==> src/rtl/uart_pkg.sv <==
// Shared types and defaults for the UART transmitter.
// UART_PARITY_EN adds an even-parity bit between data and stop.
package uart_pkg;

    localparam int CLKS_PER_BIT_DEF = 434;
    localparam int DATA_BITS        = 8;

    typedef enum logic [2:0] {
        IDLE   = 3'd0,
        START  = 3'd1,
        DATA   = 3'd2,
`ifdef UART_PARITY_EN
        PARITY = 3'd3,
`endif
        STOP   = 3'd4
    } uart_state_e;

    function automatic logic even_parity(input logic [DATA_BITS-1:0] d);
        return ^d;
    endfunction

endpackage

==> src/rtl/uart_baud_gen.sv <==
// Bit-period counter: one-cycle o_tick on the last cycle of each bit.
module uart_baud_gen
    import uart_pkg::*;
#(
    parameter int CLKS_PER_BIT = CLKS_PER_BIT_DEF
) (
    input  logic i_clk,
    input  logic i_reset,
    input  logic i_clear,
    output logic o_tick
);

    localparam int CW = (CLKS_PER_BIT <= 2) ? 1 : $clog2(CLKS_PER_BIT);
    localparam logic [CW-1:0] LAST = CW'(CLKS_PER_BIT - 1);

    logic [CW-1:0] r_cnt;
    logic          w_last;

    assign w_last = (r_cnt == LAST);
    assign o_tick = w_last && !i_clear;

    always_ff @(posedge i_clk) begin
        if (!i_reset || i_clear) begin
            r_cnt <= '0;
        end else if (w_last) begin
            r_cnt <= '0;
        end else begin
            r_cnt <= r_cnt + 1'b1;
        end
    end

endmodule

==> src/rtl/uart_top.sv <==
// UART transmitter: start, 8 data bits LSB first, stop.
// Define UART_PARITY_EN to insert an even-parity bit before stop.
module uart_top
    import uart_pkg::*;
#(
    parameter int CLKS_PER_BIT = CLKS_PER_BIT_DEF
) (
    input  logic       i_clk,
    input  logic       i_reset,
    input  logic       i_start,
    input  logic [7:0] sw,
    output logic       o_txd
);

    uart_state_e r_state;
    logic [7:0]  r_shift;
    logic [2:0]  r_idx;
    logic        r_txd;
`ifdef UART_PARITY_EN
    logic        r_par;
`endif
    logic        w_tick;
    logic        w_clear;

    // Counter is held at zero in IDLE so each frame starts on a clean bit
    assign w_clear = (r_state == IDLE);
    assign o_txd   = r_txd;

    uart_baud_gen #(
        .CLKS_PER_BIT(CLKS_PER_BIT)
    ) u_baud (
        .i_clk  (i_clk),
        .i_reset(i_reset),
        .i_clear(w_clear),
        .o_tick (w_tick)
    );

    always_ff @(posedge i_clk) begin
        if (!i_reset) begin
            r_state <= IDLE;
            r_shift <= '0;
            r_idx   <= '0;
            r_txd   <= 1'b1;
`ifdef UART_PARITY_EN
            r_par   <= 1'b0;
`endif
        end else begin
            unique case (r_state)
                IDLE: begin
                    r_txd <= 1'b1;
                    if (i_start) begin
                        r_shift <= sw;
`ifdef UART_PARITY_EN
                        r_par   <= even_parity(sw);
`endif
                        r_state <= START;
                        r_txd   <= 1'b0;
                    end
                end
                START: begin
                    if (w_tick) begin
                        r_state <= DATA;
                        r_idx   <= '0;
                        r_txd   <= r_shift[0];
                        r_shift <= {1'b0, r_shift[7:1]};
                    end
                end
                DATA: begin
                    if (w_tick) begin
                        if (r_idx == 3'd7) begin
                            r_idx   <= '0;
`ifdef UART_PARITY_EN
                            r_state <= PARITY;
                            r_txd   <= r_par;
`else
                            r_state <= STOP;
                            r_txd   <= 1'b1;
`endif
                        end else begin
                            r_idx   <= r_idx + 3'd1;
                            r_txd   <= r_shift[0];
                            r_shift <= {1'b0, r_shift[7:1]};
                        end
                    end
                end
`ifdef UART_PARITY_EN
                PARITY: begin
                    if (w_tick) begin
                        r_state <= STOP;
                        r_txd   <= 1'b1;
                    end
                end
`endif
                STOP: begin
                    if (w_tick) begin
                        r_state <= IDLE;
                        r_txd   <= 1'b1;
                    end
                end
                default: begin
                    r_state <= IDLE;
                    r_txd   <= 1'b1;
                end
            endcase
        end
    end

endmodule

==> config.mk <==
export PLATFORM = sky130hd
export DESIGN_NAME = uart_top
export DESIGN_NICKNAME = d
export VERILOG_FILES = /design/src/rtl/uart_pkg.sv /design/src/rtl/uart_baud_gen.sv /design/src/rtl/uart_top.sv
export SDC_FILE = /design/constraint.sdc
export NUM_CORES = 1
export LEC_CHECK = 0
export CAP_MARGIN = 30
export CORE_MARGIN = 2
export CORE_UTILIZATION = 55
export DETAILED_ROUTE_END_ITERATION = 6
export PLACE_DENSITY = 0.77
export REMOVE_ABC_BUFFERS = 1
export SYNTH_ARGS = -nofsm -noshare
export SYNTH_HDL_FRONTEND = slang
export SYNTH_HIERARCHICAL = 1
export SYNTH_SLANG_ARGS = --single-unit
==> constraint.sdc <==
create_clock -name i_clk -period 2.65 [get_ports i_clk]
set_input_delay 0.265 -clock i_clk [delete_from_list [all_inputs] [get_ports i_clk]]
set_output_delay 0.265 -clock i_clk [all_outputs]
set_load 0.005 [all_outputs]
==> reports/metrics.yaml <==
finish:
  drive_gt1_share_pct: 8.11
  nets: 165
  final_cell_mix: "dfxtp_1 (24), nand2_1 (13), clkdlybuf4s50_1 (11)"
  num_antenna_cells: 0
  area_delta_synth_final_pct: 11.6
  fin_util_pct: 64.6
  final_common_cell: "dfxtp_1"
  fin_cells: 176
power:
  ir_drop_mv: 0.379
  p_per_area_nw_per_um2: 427
  power.leakage_nw: 0.605
logic_synthesis:
  ys_types: 36
  synth_cells: 138
  synth_area_per_cell_um2: 9.28
  syn_area_um2: 1280
  ys_seq_area_share_pct: 37.5
  ys_ff_latch: 24
  yosysWarnings: 6
route:
  drtAntennaViolNets: 0
  post_drt_wl_per_cell_um: 12.0
  drc: 0
  drt-total-wl_mm: 2.10
  first_iter_violations: 11
  vias: 1002
  avgViaCountPerCell: 5.69
  first_pass_iters: 4
sta:
  fin_crit_ns: 2.27
  post-route-period-util_pct: 85.5
  finalSetupViolations: 0
  slew_violations: 0
  slew_headroom_pct: 60.7
  setup-tns-final_ns: 0
  fmax_mhz: 441
  worst_pin_slew_ns: 0.589
  whs_ns: 0.477
  grt_setup_unrepaired: "no"
  clock_skew_ns: 0.00616
  hold_viol: 0
clock_tree:
  numCtsBuffers: 3
  ctsResizeCount: 0
  cts.clk_slew.worst_paths_ns: 0.12
  ctsHtreeMaxLevel: 1
  post-cts-setup-buffers: 0
  clk_latency_ns: 0.31
  cts_tree: "yes"
  cts_buffer_depth: 2
  postCtsHoldBufs: 0
  cts.sinks: 24
  clockRootBuffer: "clkbuf_4"
floorplan:
  dieArea_um2: 2730
  start_util_pct: 57.9
  io_pins: 12
  coreArea_um2: 2210
  die_height_um: 52.2
  fp.dieW_um: 52.2
  rows: 17
run:
  drv_cap: 0
global_route:
  grt_use_total_pct: 18.8
  grt_pass1_wl_mm: 3.80
  grt_max_degree: 18
  antenna_found_initial: 0
  grt_pass1_vias: 921
  overflow: 0
critical_path:
  worstPathMaxFanout: 15
  endpoint_kind: "flop"
  worstPathArrival_ns: 2.49
  slowest_delay_ns: 0.58
  path_delay_family: "simple AND/OR/NAND/NOR gates"
  startpoint_type: "flop"
  crit_path_top_delay_cell: "dfxtp_1"
  path_cells: "nor3_1 -> nor4_1 -> buf_4 -> or4bb_1 -> o311ai_4 -> nor2b_1 -> o21a_1"
  path_class: "reg -> reg"
  worstPathRequired_ns: 2.87
  crit_buf_inv: 1
worst_hold_path:
  hold_path.class: "reg -> reg"
placement:
  io_buffers: 11
  dpl.hpwl_mm: 1.54
  dp_cells: 173
  gp_congestion: 0.780
outcome:
  status: "finished, final reports clean"
==> Yosys cell counts <==
library cell  number  area, µm²
dfxtp_1           24        480
nand2_1           13       48.8
nor2_1            10       37.5
nor2b_1           10       62.6
o211a_1            8       80.1
mux2i_1            7       70.1
a21oi_1            6       30.0
clkbuf_1           5       18.8
o21ai_0            5       25.0
ha_1               4       50.1
inv_1              4       15.0
nand3_1            4       20.0
a22o_1             3       26.3
a22oi_1            3       22.5
nor3_1             3       15.0
or3_1              3       18.8
buf_6              2       22.5
nand4_1            2       12.5
nor3b_1            2       15.0
nor4_1             2       12.5
o21a_1             2       15.0
xor2_1             2       17.5
a32oi_1            1       8.76
and2_1             1       6.26
buf_4              1       7.51
o311ai_0           1       8.76
o311ai_4           1       26.3
o31a_1             1       8.76
o31ai_1            1       7.51
o31ai_4            1       21.3
or3_4              1       11.3
or3b_4             1       11.3
or4b_1             1       10.0
or4bb_1            1       11.3
xnor2_1            1       8.76
xnor2_2            1       16.3
==> worst register-to-register path, stage by stage (launching register included) <==
cell and delay, ns:
dfxtp_1 0.58, nor3_1 0.14, nor4_1 0.32, buf_4 0.21, or4bb_1 0.46, o311ai_4 0.18, nor2b_1 0.10, o21a_1 0.18
==> cells by family after synthesis <==
kind of cell	share of synthesized area, %
multiplexers	5.47
XOR/XNOR	3.32
adder cells (fa/ha/maj)	3.91
AO/OA/AOI/OAI	21.9
AND/OR/NAND/NOR	22.9
flip-flops	37.5
buffers and inverters	4.99
==> stage by stage <==
stage                     area, µm²  total power, mW  setup slack, ns
after floorplan                1230            0.435            0.169
after global placement         1410            0.465            0.507
after detailed placement       1410            0.467            0.448
after CTS                      1430            0.623            0.390
after global routing           1430            0.644            0.208
final                          1430            0.610            0.383
==> where the power goes <==
group / switching (mW) / internal [mW]
combinational: 0.0341 / 0.0433
clock: 0.0987 / 0.0531
sequential: 0.00687 / 0.374
total: 0.140 / 0.470
==> final timing paths <==
check,cells past startpoint,slack [ns],end,start
max,7,0.38,r_shift[7],r_state[2]
min,1,0.48,u_baud/r_cnt[0],u_baud/r_cnt[0]
max reg2reg,7,0.38,r_shift[7],r_state[2]
min reg2reg,1,0.48,u_baud/r_cnt[0],u_baud/r_cnt[0]
==> cell type report <==
class                           instances  area (µm²)
Clock buffer                            3        22.5
Fill cell                             186         783
Inverter                                4        15.0
Multi-Input combinational cell        102         736
Sequential cell                        24         480
Tap cell                               28        35.0
Timing Repair Buffer                   15         140
==> registers in the layout, indices dropped and copies added (netlist names) <==
signal        cells
u_baud/r_cnt      9
r_shift           8
r_idx             3
r_state           3
o_txd             1
==> layer usage <==
metal	wire [µm]	vias up	track usage, %	part of all wire, %
met5	0	-	0	0
met4	31	0	8.97	1.5
met3	42	4	3.43	2.0
met2	991	16	31.2	47
met1	1040	461	23.4	49
li1	-	521	-	-
Note: power is estimated with default switching activity, not from simulation.
